--- config.mk ---
export PLATFORM = sky130hd
export DESIGN_NAME = reg_write_initiator
export DESIGN_NICKNAME = d
export VERILOG_FILES = /design/src/rtl/reg_write_initiator.sv
export SDC_FILE = /design/constraint.sdc
export NUM_CORES = 1
export LEC_CHECK = 0
export BUFFER_PORTS_ARGS = -buffer_cell sky130_fd_sc_hd__buf_2
export CAP_MARGIN = 10
export CORE_MARGIN = 2
export CORE_UTILIZATION = 45
export CTS_CLUSTER_DIAMETER = 100
export CTS_CLUSTER_SIZE = 30
export DETAILED_ROUTE_END_ITERATION = 6
export PLACE_DENSITY = 0.72
export SYNTH_ARGS = -nofsm -noshare
export SYNTH_HDL_FRONTEND = slang
export SYNTH_SLANG_ARGS = --single-unit
--- constraint.sdc ---
create_clock -name clk -period 2.35 [get_ports clk]
set_input_delay 0.47 -clock clk [delete_from_list [all_inputs] [get_ports clk]]
set_output_delay 0.47 -clock clk [all_outputs]
set_load 0.05 [all_outputs]
--- src/rtl/reg_write_initiator.sv ---
// Parses 5-byte command frames (sync header + 32-bit big-endian payload) into register-bank writes.
// Optional `REG_WR_TIMEOUT_EN` bounds each wait for `done` to TIMEOUT_CYCLES cycles.
module reg_write_initiator #(
  parameter int unsigned TIMEOUT_CYCLES = 16
) (
  input  logic        clk,
  input  logic        rst_n,
  input  logic        rx_valid,
  input  logic [7:0]  rx_data,
  output logic        rx_ready,
  output logic        we,
  output logic [1:0]  wr_addr,
  output logic [31:0] wr_data,
  input  logic        done,
  output logic        busy,
  output logic        wr_ack,
  output logic        err,
  output logic [1:0]  err_code
);

  localparam int unsigned DATA_W = 32;
  localparam int unsigned BYTE_W = 8;
  localparam int unsigned ADDR_W = 2;
  localparam int unsigned CODE_W = 2;
  localparam int unsigned BCNT_W = 2;

  localparam logic [5:0]        SYNC      = 6'b101010;
  localparam logic [CODE_W-1:0] ERR_HDR   = 2'b01;
  localparam logic [CODE_W-1:0] ERR_ADDR0 = 2'b10;
  localparam logic [BCNT_W-1:0] LAST_BYTE = 2'd3;

  if (TIMEOUT_CYCLES < 2 || TIMEOUT_CYCLES > 255) begin : g_bad_timeout
    $error("reg_write_initiator: TIMEOUT_CYCLES must be in 2..255");
  end

  typedef enum logic [1:0] {
    ST_IDLE,
    ST_DATA,
    ST_WRITE,
    ST_RELEASE
  } state_t;

  state_t              state_q, state_d;
  logic [ADDR_W-1:0]   addr_q, addr_d;
  logic [DATA_W-1:0]   acc_q, acc_d;
  logic [BCNT_W-1:0]   bcnt_q, bcnt_d;
  logic                rx_ready_d, we_d, busy_d, wr_ack_d, err_d;
  logic [ADDR_W-1:0]   wr_addr_d;
  logic [DATA_W-1:0]   wr_data_d;
  logic [CODE_W-1:0]   err_code_d;
  logic                accept;

`ifdef REG_WR_TIMEOUT_EN
  localparam int unsigned       TCNT_W  = 8;
  localparam logic [CODE_W-1:0] ERR_TMO = 2'b11;
  localparam logic [TCNT_W-1:0] TMO_LIM = TCNT_W'(TIMEOUT_CYCLES - 1);
  logic [TCNT_W-1:0] tcnt_q, tcnt_d;
`endif

  assign accept = rx_valid & rx_ready;

  // State and registered outputs
  always_ff @(posedge clk) begin
    if (!rst_n) begin
      state_q  <= ST_IDLE;
      addr_q   <= '0;
      acc_q    <= '0;
      bcnt_q   <= '0;
      rx_ready <= 1'b0;
      we       <= 1'b0;
      wr_addr  <= '0;
      wr_data  <= '0;
      busy     <= 1'b0;
      wr_ack   <= 1'b0;
      err      <= 1'b0;
      err_code <= '0;
`ifdef REG_WR_TIMEOUT_EN
      tcnt_q   <= '0;
`endif
    end else begin
      state_q  <= state_d;
      addr_q   <= addr_d;
      acc_q    <= acc_d;
      bcnt_q   <= bcnt_d;
      rx_ready <= rx_ready_d;
      we       <= we_d;
      wr_addr  <= wr_addr_d;
      wr_data  <= wr_data_d;
      busy     <= busy_d;
      wr_ack   <= wr_ack_d;
      err      <= err_d;
      err_code <= err_code_d;
`ifdef REG_WR_TIMEOUT_EN
      tcnt_q   <= tcnt_d;
`endif
    end
  end

  // Next state and next output values
  always_comb begin
    state_d    = state_q;
    addr_d     = addr_q;
    acc_d      = acc_q;
    bcnt_d     = bcnt_q;
    we_d       = we;
    wr_addr_d  = wr_addr;
    wr_data_d  = wr_data;
    wr_ack_d   = 1'b0;
    err_d      = 1'b0;
    err_code_d = err_code;
`ifdef REG_WR_TIMEOUT_EN
    tcnt_d     = tcnt_q;
`endif

    unique case (state_q)
      ST_IDLE: begin
        if (accept) begin
          if (rx_data[7:2] != SYNC) begin
            err_d      = 1'b1;
            err_code_d = ERR_HDR;
          end else begin
            addr_d  = rx_data[ADDR_W-1:0];
            bcnt_d  = '0;
            state_d = ST_DATA;
          end
        end
      end

      ST_DATA: begin
        if (accept) begin
          acc_d  = {acc_q[DATA_W-BYTE_W-1:0], rx_data};
          bcnt_d = BCNT_W'(bcnt_q + 2'd1);
          if (bcnt_q == LAST_BYTE) begin
            // Register 0 is system-owned: consume the frame but never write it
            if (addr_q == '0) begin
              err_d      = 1'b1;
              err_code_d = ERR_ADDR0;
              state_d    = ST_IDLE;
            end else begin
              we_d      = 1'b1;
              wr_addr_d = addr_q;
              wr_data_d = {acc_q[DATA_W-BYTE_W-1:0], rx_data};
              state_d   = ST_WRITE;
`ifdef REG_WR_TIMEOUT_EN
              tcnt_d    = '0;
`endif
            end
          end
        end
      end

      ST_WRITE: begin
        if (done) begin
          we_d     = 1'b0;
          wr_ack_d = 1'b1;
          state_d  = ST_RELEASE;
`ifdef REG_WR_TIMEOUT_EN
          tcnt_d   = '0;
        end else if (tcnt_q == TMO_LIM) begin
          we_d       = 1'b0;
          err_d      = 1'b1;
          err_code_d = ERR_TMO;
          state_d    = ST_IDLE;
        end else begin
          tcnt_d = TCNT_W'(tcnt_q + 8'd1);
`endif
        end
      end

      ST_RELEASE: begin
        if (!done) begin
          state_d = ST_IDLE;
`ifdef REG_WR_TIMEOUT_EN
        end else if (tcnt_q == TMO_LIM) begin
          err_d      = 1'b1;
          err_code_d = ERR_TMO;
          state_d    = ST_IDLE;
        end else begin
          tcnt_d = TCNT_W'(tcnt_q + 8'd1);
`endif
        end
      end

      default: begin
        we_d    = 1'b0;
        state_d = ST_IDLE;
      end
    endcase

    // Handshake and status follow the state being entered so they stay aligned with it
    rx_ready_d = (state_d == ST_IDLE) || (state_d == ST_DATA);
    busy_d     = (state_d != ST_IDLE);
  end

endmodule
==> run summary, run 1 <==
status -> finished, final reports clean
core box area -> 0.00592 sq mm
Clock Path Buffers -> 2
IO Pins -> 53
first-pass GRT wire length -> 9.34 mm
area of the multi-input gates -> 0.00119 sq mm
placed cell areas -> 0.00302 sq mm
most frequent cells after synthesis -> 119 x nand2_1, 71 x dfxtp_1, 34 x mux2i_1, 28 x a21oi_1, 14 x clkbuf_1
antenna violations before repair -> 0
largest fanout on the critical path -> 32
Synth Register Bits -> 71
Power Dens Cells -> 734 mW/mm^2
Critical Path Source -> state_q[0]$_SDFF_PN0_
Max Clk Rate -> 0.598 GHz
YS warnings -> 0
Layout Nets -> 368
most frequent cell after synthesis -> nand2_1
Initial Utilization -> 0.463
CP max stage delay -> 0.57 ns
die area -> 0.00674 sq mm
Final Hold Fails -> 0
clock root cell -> clkbuf_8
largest net degree at the start of global routing -> 75
WP data arrival -> 1.95 ns
CTS H-Tree Depth -> 3
synthesized area per cell -> 8.88 sq um
Die H -> 82.1 um
Post-Syn Instances -> 309
HP Class -> in -> reg
r2r startpoint -> state_q[0]$_SDFF_PN0_
main flop type after synthesis -> dfxtp_1
Storage cell area -> 0.00142 sq mm
Setup TNS -> 0 ns
Yosys top cell by area -> dfxtp_1
Synth Cell Area -> 0.00274 sq mm
max-slew violation count -> 0
post-synthesis sequential area ratio -> 0.518
CTS Hold Bufs -> 0
final critical-path setup slack -> 0.679 ns
max_cap viols -> 0
top cells by area, synth -> dfxtp_1 52%, nand2_1 16%, mux2i_1 12%
postcts setup bufs -> 0
RSZ-0062 raised after global routing -> no
crit path cell chain -> and4b_1, and3_4, mux2i_1
Netlist cell types -> 33
remaining routing DRC violations -> 0
final core occ -> 0.548
CTS Sinks -> 71
VDD IR-drop max -> 0.396 mV
post-route cell area -> 0.00324 sq mm
crit path kind -> reg -> reg
initial drt markers -> 136
EDFF count, synth -> 0
FP Rows -> 28
Net Count, Synth -> 323
DRT Wirelength -> 5.77 mm
IO Port Bufs -> 52
ant diodes -> 0
DP Wirelength -> 3.76 mm
cts bufs inserted -> 9
routability cong. -> 0.852
Area Overhead vs Synth -> 18.3%
vias per cell -> 5.05
ANT nets after route -> 0
TritonCTS clock tree -> built
Setup WS pre-CTS -> 0.630 ns
Worst-path clk slew -> 0.09 ns
vias in the first global route -> 2042
Least-Margin Pin Slew -> 0.566 ns
Min Clock Period, post-route -> 1.67 ns
GRT overflow -> 0
Slowest-stage cell, CP -> and3_4
CP Launch Type -> register
period utilization -> 0.711
Worst Path Required -> 2.63 ns
Slew HR -> 0.623
Pre-antenna DRT Iters -> 4
Die W -> 82.1 um
layout cells sized above 1 -> 0.212
Crit. End Element -> register
wire length per cell -> 13.3 um
total track usage -> 0.182
post_cts resized -> 0
Layout fillers -> 545
Skew-Pair Late Insertion Delay -> 0.35 ns
Static Leak -> 0.00129 uW
asr flop ratio synth -> 0
min-delay src -> rx_data[0]
via count -> 2193
Final Skew -> 0.0109 ns
Setup Viol. Count Final -> 0
Yosys top cell area share -> 0.518
## metrics by stage
stage / hold WS, ns / instances / total power [uW]
finish: 0.374 / 434 / 2380
global route: 0.373 / 434 / 2460
CTS: 0.365 / 434 / 2400
detailed placement: 0.445 / 418 / 1310
global placement: 0.441 / 418 / 1310
floorplan: 0.437 / 309 / 1280
## where the power goes
part	total [uW]	leakage [uW]	internal, uW	switching, uW
Sequential	1210	0.000572	1200	2.10
Combinational	73.4	0.000605	19.8	53.6
Clock	1100	0.000114	610	491
## flip-flops by register name, indices dropped and copies added, names as in the netlist, 2 cells and up
register	cells
bcnt_q	2
addr_q	2
wr_data	32
acc_q	24
err_code	2
state_q	2
wr_addr	2
## layout make-up
| cell class | instances | area share |
|---|---|---|
| tap | 75 | 0.0289 |
| multi-input combinational | 214 | 0.367 |
| clock inverter | 7 | 0.0320 |
| clock buffer | 9 | 0.0382 |
| sequential | 71 | 0.438 |
| inverter | 2 | 0.00231 |
| timing repair buffer | 56 | 0.0933 |
## final timing paths
check,endpoint,slack [ns],cells past startpoint
setup / recovery,wr_data[24]$_SDFFE_PN0P_,0.68,3
hold / removal,acc_q[0]$_SDFFE_PN0P_,0.37,3
setup reg to reg,wr_data[24]$_SDFFE_PN0P_,0.68,3
hold reg to reg,wr_data[14]$_SDFFE_PN0P_,0.45,2
## cells by family after synthesis
group                      Yosys count  synth area share
DFF                                 71             0.518
muxes                               34             0.124
buffers and inverters               24            0.0474
AOI/OAI and AO/OA                   44            0.0944
adders and majority gates            2           0.00912
and+or+nand+nor                    134             0.207
## worst max-delay path: cells and delay by family (launching register included)
kind	cells	cell delay, ns
flip-flops	1	0.50
multiplexers	1	0.26
AND/OR/NAND/NOR	2	0.83
## routing by layer
layer	wire (um)	up-vias	global-route usage
met3	260	8	0.0626
met1	2610	1019	0.210
li1	-	1115	-
met2	2810	51	0.314
met4	85	0	0.0617
met5	0	-	0
## cell usage in the layout, fill, tap and decap left out
cell       netlist  layout
o21ai_0          3       3
a21o_1           1       1
nand2_1        119     119
nor2b_1          1       1
bufinv_16        0       2
nand2b_1         1       1
and3_1           1       1
a41oi_1          1       1
dfxtp_1         71      71
nand3b_1         1       1
and4b_1          1       1
and4bb_2         1       1
buf_12           0       1
o211a_1          1       1
buf_2            2      52
nand4b_1         2       2
a21oi_1         28      28
clkbuf_8         0       9
a22o_1           1       1
o22ai_1          1       1
a41o_1           2       2
ha_1             2       2
inv_6            0       2
a311oi_1         1       1
mux2i_1         34      34
or2_2            2       2
clkinv_4         0       3
nand4bb_1        1       1
and3_4           1       1
nand3_1          1       1
buf_4            0       3
and3b_1          1       1
inv_1            2       2
nor3_1           1       1
a211oi_1         2       2
a31oi_1          3       3
(Power assumes the default switching activity.)
==> run 2: changes to the inputs <==
Settings changed: PLACE_DENSITY 0.72 to 0.75.
Clock period 2.35 ns to 1.45 ns, I/O delays scaled along.
==> run 2 against run 1 <==
Compared with the run above:
- via count grew 2.3%
- cell area is 2.3% higher
- die area unchanged
- setup slack got worse by 0.58 ns
- clock power up 26%
- power grew 46%
- critical path depth grew 1
- sequential cell count is the same
- fmax increased by 24%
==> run summary, run 2 (same netlist as run 1, synthesis figures left out) <==
FP Rows -> 28 (unchanged)
DRT Wirelength -> 5.74 mm (-0.52%)
Final Skew -> 0.00845 ns (-0.00247 ns)
Setup TNS -> 0 ns (unchanged)
Layout fillers -> 568 (+4.2%)
Crit. End Element -> register
Largest register FFs -> 32 (unchanged)
clock share of power -> 0.400 (-0.062)
Reg2Reg Depth -> 4 (+1)
Setup WS pre-CTS -> 0.0332 ns (-0.597 ns)
Worst-path clk slew -> 0.08 ns (about the same)
IO Port Bufs -> 52 (unchanged)
Max Clk Rate -> 0.743 GHz (+24%)
Area Overhead vs Synth -> 21.0%
die area -> 0.00674 sq mm (unchanged)
sw frac -> 0.235 (+0.00562)
register with the most flip-flops -> wr_data
Power Total -> 3470 uW (+46%)
Worst Path Required -> 1.73 ns (-0.90 ns)
Largest regs -> wr_data x32, acc_q x24
internal power -> 2650 uW (+45%)
Pre-antenna DRT Iters -> 4 (unchanged)
routability cong. -> 0.800 (-6.1%)
Layout Nets -> 376 (+2.2%)
ANT nets after route -> 0 (unchanged)
Slowest-stage cell, CP -> dfxtp_4
Worst Hold Path EP -> acc_q[7]$_SDFFE_PN0P_
RSZ-0062 raised after global routing -> no
Initial Utilization -> 0.463 (unchanged)
Slew HR -> 0.666 (+0.0437)
vias in the first global route -> 2081 (+1.9%)
first-pass GRT wire length -> 9.40 mm (+0.74%)
cts bufs inserted -> 9 (unchanged)
Die H -> 82.1 um (unchanged)
wire length per cell -> 13.0 um (-2.3%)
commonest non-fill, non-tap cells in the layout -> 119 x nand2_1, 70 x dfxtp_1, 52 x buf_2
CP max stage delay -> 0.36 ns (-0.21 ns)
largest net degree at the start of global routing -> 53 (-29%)
Min Clock Period, post-route -> 1.35 ns (-0.325 ns)
Skew-Pair Late Insertion Delay -> 0.35 ns (about the same)
VDD IR-drop max -> 0.658 mV (+66%)
WP data arrival -> 1.63 ns (-0.32 ns)
crit path kind -> reg -> reg
TritonCTS clock tree -> built
Die W -> 82.1 um (unchanged)
GRT overflow -> 0 (unchanged)
IO Pins -> 53 (unchanged)
reg-to-reg endpoint -> wr_data[31]$_SDFFE_PN0P_
CTS Sinks -> 71 (unchanged)
antenna violations before repair -> 0 (unchanged)
ant diodes -> 0 (unchanged)
max-slew violation count -> 0 (unchanged)
final core occ -> 0.560 (+0.0125)
status -> finished, final reports clean
Least-Margin Pin Slew -> 0.500 ns (-0.0660 ns)
Switching Power -> 817 uW (+49%)
initial drt markers -> 139 (+2.2%)
commonest non-fill, non-tap cell in the layout -> nand2_1
post_cts resized -> 0 (unchanged)
crit path cell chain -> and4b_1, and3_4, buf_12, mux2i_1
setup slack, reg-to-reg -> 0.10 ns (-0.58 ns)
Worst Hold Path Cells -> 3 (unchanged)
layout cells sized above 1 -> 0.229 (+0.0172)
total track usage -> 0.185 (+0.00326)
Power Dens Cells -> 1050 mW/mm^2 (+42%)
HP Class -> in -> reg
min-delay src -> rx_data[7]
CTS H-Tree Depth -> 3 (unchanged)
Critical Path Source -> rx_ready$_SDFF_PN0_
period utilization -> 0.929 (+0.218)
remaining routing DRC violations -> 0 (unchanged)
DP Wirelength -> 3.86 mm (+2.6%)
vias per cell -> 5.08 (+0.47%)
Logic pwr share -> 0.036 (+0.005)
Static Leak -> 0.00132 uW (+2.5%)
Setup Viol. Count Final -> 0 (unchanged)
final critical-path setup slack -> 0.103 ns (-0.575 ns)
core box area -> 0.00592 sq mm (unchanged)
max_cap viols -> 0 (unchanged)
r2r startpoint -> rx_ready$_SDFF_PN0_
clock root cell -> clkbuf_8
largest fanout on the critical path -> 22 (-31%)
sequential share of power -> 0.563 (+0.056)
via count -> 2244 (+2.3%)
Clock Path Buffers -> 2 (unchanged)
CP Launch Type -> register
Final Hold Fails -> 0 (unchanged)
CTS Hold Bufs -> 0 (unchanged)
-- run 2: critical path, delay by kind of cell (launching register included) --
family        cells  cell delay, ns
buf+inv           1            0.19
flops             1            0.36
mux               1            0.20
simple gates      2            0.51
-- run 2: layout make-up --
| cell class | instances | area [sq um] | area share |
|---|---|---|---|
| clock buffers | 11 | 141 | 0.0426 |
| clock inverters | 5 | 33.8 | 0.0102 |
| repair buffers | 64 | 425 | 0.128 |
| inverters | 2 | 7.51 | 0.00226 |
| multi-input cells | 214 | 1190 | 0.359 |
| flip-flops and latches | 71 | 1430 | 0.429 |
| well taps | 75 | 93.8 | 0.0283 |
-- run 2: worst max path at each step --
stage                                    end  depth (start not counted)
floorplan            wr_data[0]$_SDFFE_PN0P_                          6
global placement             busy$_SDFF_PN0_                          4
detailed placement           busy$_SDFF_PN0_                          4
CTS                          busy$_SDFF_PN0_                          4
global route        wr_data[19]$_SDFFE_PN0P_                          4
finish              wr_data[31]$_SDFFE_PN0P_                          4
-- run 2: power groups by stage --
| stage | clock network (uW) | logic [uW] | registers (uW) |
|---|---|---|---|
| after floorplan | 0 | 56.4 | 2020 |
| after global placement | 0 | 124 | 2000 |
| after detailed placement | 0 | 125 | 2000 |
| after CTS | 1430 | 125 | 1960 |
| after global routing | 1510 | 136 | 1960 |
| final | 1390 | 126 | 1960 |
-- run 2: timing repair --
action                                 4_1_cts  5_1_grt
endpoints found under the hold margin        0        0
setup endpoints to repair                    0        1
setup buffers                                0        1
-- run 2: per-layer routing --
layer  part of all wire  global-route usage  wire, um  up-vias
li1                   -                   -         -     1137
met3              0.052              0.0747       299        5
met4              0.011              0.0600        63        0
met2               0.48               0.313      2750       48
met1               0.46               0.213      2620     1054
met5                  0                   0         0        -
-- run 2: stage by stage --
| stage | cells | area [sq um] | hold WS [ns] |
|---|---|---|---|
| 6_report | 442 | 3320 | 0.205 |
| 3_5_place_dp | 425 | 3140 | 0.444 |
| 4_1_cts | 441 | 3310 | 0.192 |
| 5_1_grt | 442 | 3320 | 0.194 |
| 2_1_floorplan | 309 | 2750 | 0.426 |
| 3_3_place_gp | 425 | 3140 | 0.439 |
==> run 3: changes to the inputs <==
--- a/constraint.sdc
+++ b/constraint.sdc
@@ -3,2 +3,2 @@
 set_output_delay 0.29 -clock clk [all_outputs]
-set_load 0.05 [all_outputs]
+set_load 0.02 [all_outputs]
==> run 3 against run 2 <==
Compared with the run above:
- via count is 1.5% lower
- count of clock-buffer cells in the layout stayed put
- wire length is 0.24% lower
- sequential cell count stayed put
- fmax is 4.8% lower
- non-clock buffer count stayed put
- hold slack better by 0.0084 ns
- die area stayed put
- sequential share of layout area is 0.27 points higher
==> run summary, run 3 (same netlist as run 1, synthesis figures left out) <==
Worst-path clk slew -> 0.07 ns (about the same)
sw frac -> 0.228 (-0.00768)
Slew HR -> 0.788 (+0.121)
routability cong. -> 0.843 (+5.3%)
IO Pins -> 53 (unchanged)
Power Dens Cells -> 1040 mW/mm^2 (-0.83%)
antenna violations before repair -> 0 (unchanged)
max-slew violation count -> 0 (unchanged)
core box area -> 0.00592 sq mm (unchanged)
Setup TNS -> 0 ns (unchanged)
largest net degree at the start of global routing -> 75 (+42%)
# placed instances -> 425 (unchanged)
Crit. End Element -> register
setup slack, reg-to-reg -> 0.03 ns (-0.07 ns)
Reg2Reg Depth -> 5 (+1)
vias in the first global route -> 2039 (-2.0%)
DRT Wirelength -> 5.72 mm (-0.24%)
Switching Power -> 777 uW (-4.8%)
Min Clock Period, post-route -> 1.42 ns (+0.0684 ns)
postcts setup bufs -> 0 (unchanged)
VDD IR-drop max -> 0.521 mV (-21%)
initial drt markers -> 103 (-26%)
CP max stage delay -> 0.32 ns (-0.04 ns)
TritonCTS clock tree -> built
Max Clk Rate -> 0.707 GHz (-4.8%)
Skew-Pair Late Insertion Delay -> 0.34 ns (about the same)
GRT overflow -> 0 (unchanged)
WP data arrival -> 1.64 ns (about the same)
wire length per cell -> 13.0 um (about the same)
clock root cell -> clkbuf_8
commonest non-fill, non-tap cells in the layout -> 119 x nand2_1, 70 x dfxtp_1, 52 x buf_2
period utilization -> 0.976 (+0.0472)
internal power -> 2640 uW (-0.63%)
crit path to -> addr_q[1]$_SDFFE_PN0P_
FP Rows -> 28 (unchanged)
Storage cell area -> 0.00142 sq mm (-0.18%)
final core occ -> 0.556 (-0.00444)
DP Wirelength -> 3.88 mm (+0.52%)
area of the multi-input gates -> 0.00119 sq mm (unchanged)
status -> finished, final reports clean
r2r startpoint -> state_q[1]$_SDFF_PN0_
Final Skew -> 0.00891 ns (+0.000454 ns)
largest fanout on the critical path -> 6 (-73%)
CTS H-Tree Depth -> 3 (unchanged)
Layout fillers -> 577 (+1.6%)
clock share of power -> 0.395 (-0.005)
cts bufs inserted -> 9 (unchanged)
vias per cell -> 5.01 (-1.2%)
Logic pwr share -> 0.032 (-0.004)
sequential share of power -> 0.573 (+0.010)
most used cell, CP -> buf_4
post_cts resized -> 0 (unchanged)
Die W -> 82.1 um (unchanged)
Critical Path Source -> state_q[1]$_SDFF_PN0_
remaining routing DRC violations -> 0 (unchanged)
Worst Hold Path Cells -> 3 (unchanged)
Final Hold Fails -> 0 (unchanged)
Largest register FFs -> 32 (unchanged)
Initial Utilization -> 0.463 (unchanged)
first-pass GRT wire length -> 9.18 mm (-2.4%)
die area -> 0.00674 sq mm (unchanged)
register with the most flip-flops -> wr_data
reg-to-reg endpoint -> addr_q[1]$_SDFFE_PN0P_
Least-Margin Pin Slew -> 0.315 ns (-0.185 ns)
IO Port Bufs -> 52 (unchanged)
Worst Path Required -> 1.67 ns (-0.06 ns)
Static Leak -> 0.00132 uW (-0.40%)
crit path cell chain -> buf_4, and3b_1, nand4b_1, buf_4, mux2i_1
Largest regs -> wr_data x32, acc_q x24
Pre-antenna DRT Iters -> 4 (unchanged)
Slowest-stage cell, CP -> dfxtp_1
CTS Sinks -> 71 (unchanged)
Die H -> 82.1 um (unchanged)
commonest non-fill, non-tap cell in the layout -> nand2_1
Clock Path Buffers -> 2 (unchanged)
HP Class -> in -> reg
total track usage -> 0.182 (-0.00282)
Power Total -> 3420 uW (-1.6%)
CTS Hold Bufs -> 0 (unchanged)
Layout Nets -> 376 (unchanged)
crit path kind -> reg -> reg
max_cap viols -> 0 (unchanged)
ANT nets after route -> 0 (unchanged)
CP Launch Type -> register
Area Overhead vs Synth -> 20.0%
via count -> 2211 (-1.5%)
ant diodes -> 0 (unchanged)
Setup Viol. Count Final -> 0 (unchanged)
layout cells sized above 1 -> 0.227 (-0.00211)
Post-Layout Cell Count -> 441 (-0.23%)
==> run 3: cell count changes in the layout (fill, tap and decap cells not counted), sizes merged <==
cell / change
clkinvlp: -1
==> run 3: critical path: cells and delay by family (launching register included) <==
family        cells  cell delay, ns
simple gates      2            0.50
buf+inv           2            0.36
flops             1            0.32
mux               1            0.11
==> run 3: worst min path at each step <==
stage	start	endpoint	slack, ns
3_5_place_dp	wr_data[14]$_SDFFE_PN0P_	wr_data[14]$_SDFFE_PN0P_	0.45
3_3_place_gp	wr_data[22]$_SDFFE_PN0P_	wr_data[22]$_SDFFE_PN0P_	0.44
2_1_floorplan	rx_data[0]	acc_q[0]$_SDFFE_PN0P_	0.43
4_1_cts	rx_data[4]	acc_q[4]$_SDFFE_PN0P_	0.20
6_report	rx_data[4]	acc_q[4]$_SDFFE_PN0P_	0.21
5_1_grt	rx_data[5]	wr_data[5]$_SDFFE_PN0P_	0.20
==> run 3: cell type report <==
class                           count  share of cell area
Tap cell                           75              0.0285
Inverter                            2             0.00228
Timing Repair Buffer               64               0.125
Sequential cell                    71               0.432
Clock buffer                       11              0.0429
Clock inverter                      4             0.00684
Multi-Input combinational cell    214               0.362
==> run 3: per-layer routing <==
metal / share of wire / GRT usage / wire (um)
met1: 0.45 / 0.221 / 2580
met2: 0.48 / 0.289 / 2750
met3: 0.048 / 0.0659 / 275
met4: 0.020 / 0.0817 / 116
met5: 0 / 0 / 0
==> run 3: through the flow <==
step	setup slack, ns	cell area, sq um	hold WS [ns]
floorplan	0.0590	2740	0.426
detailed placement	0.0445	3120	0.446
finish	0.0348	3290	0.214
CTS	0.0166	3280	0.197
global placement	0.0499	3120	0.442
global route	-0.0151	3290	0.198
==> run 3: power by group through the flow <==
stage               clock [uW]  sequential, uW  combinational, uW
floorplan                    0            2010               56.4
global placement             0            2000                109
detailed placement           0            2000                110
CTS                       1380            1960                111
global route              1480            1960                120
finish                    1350            1960                110
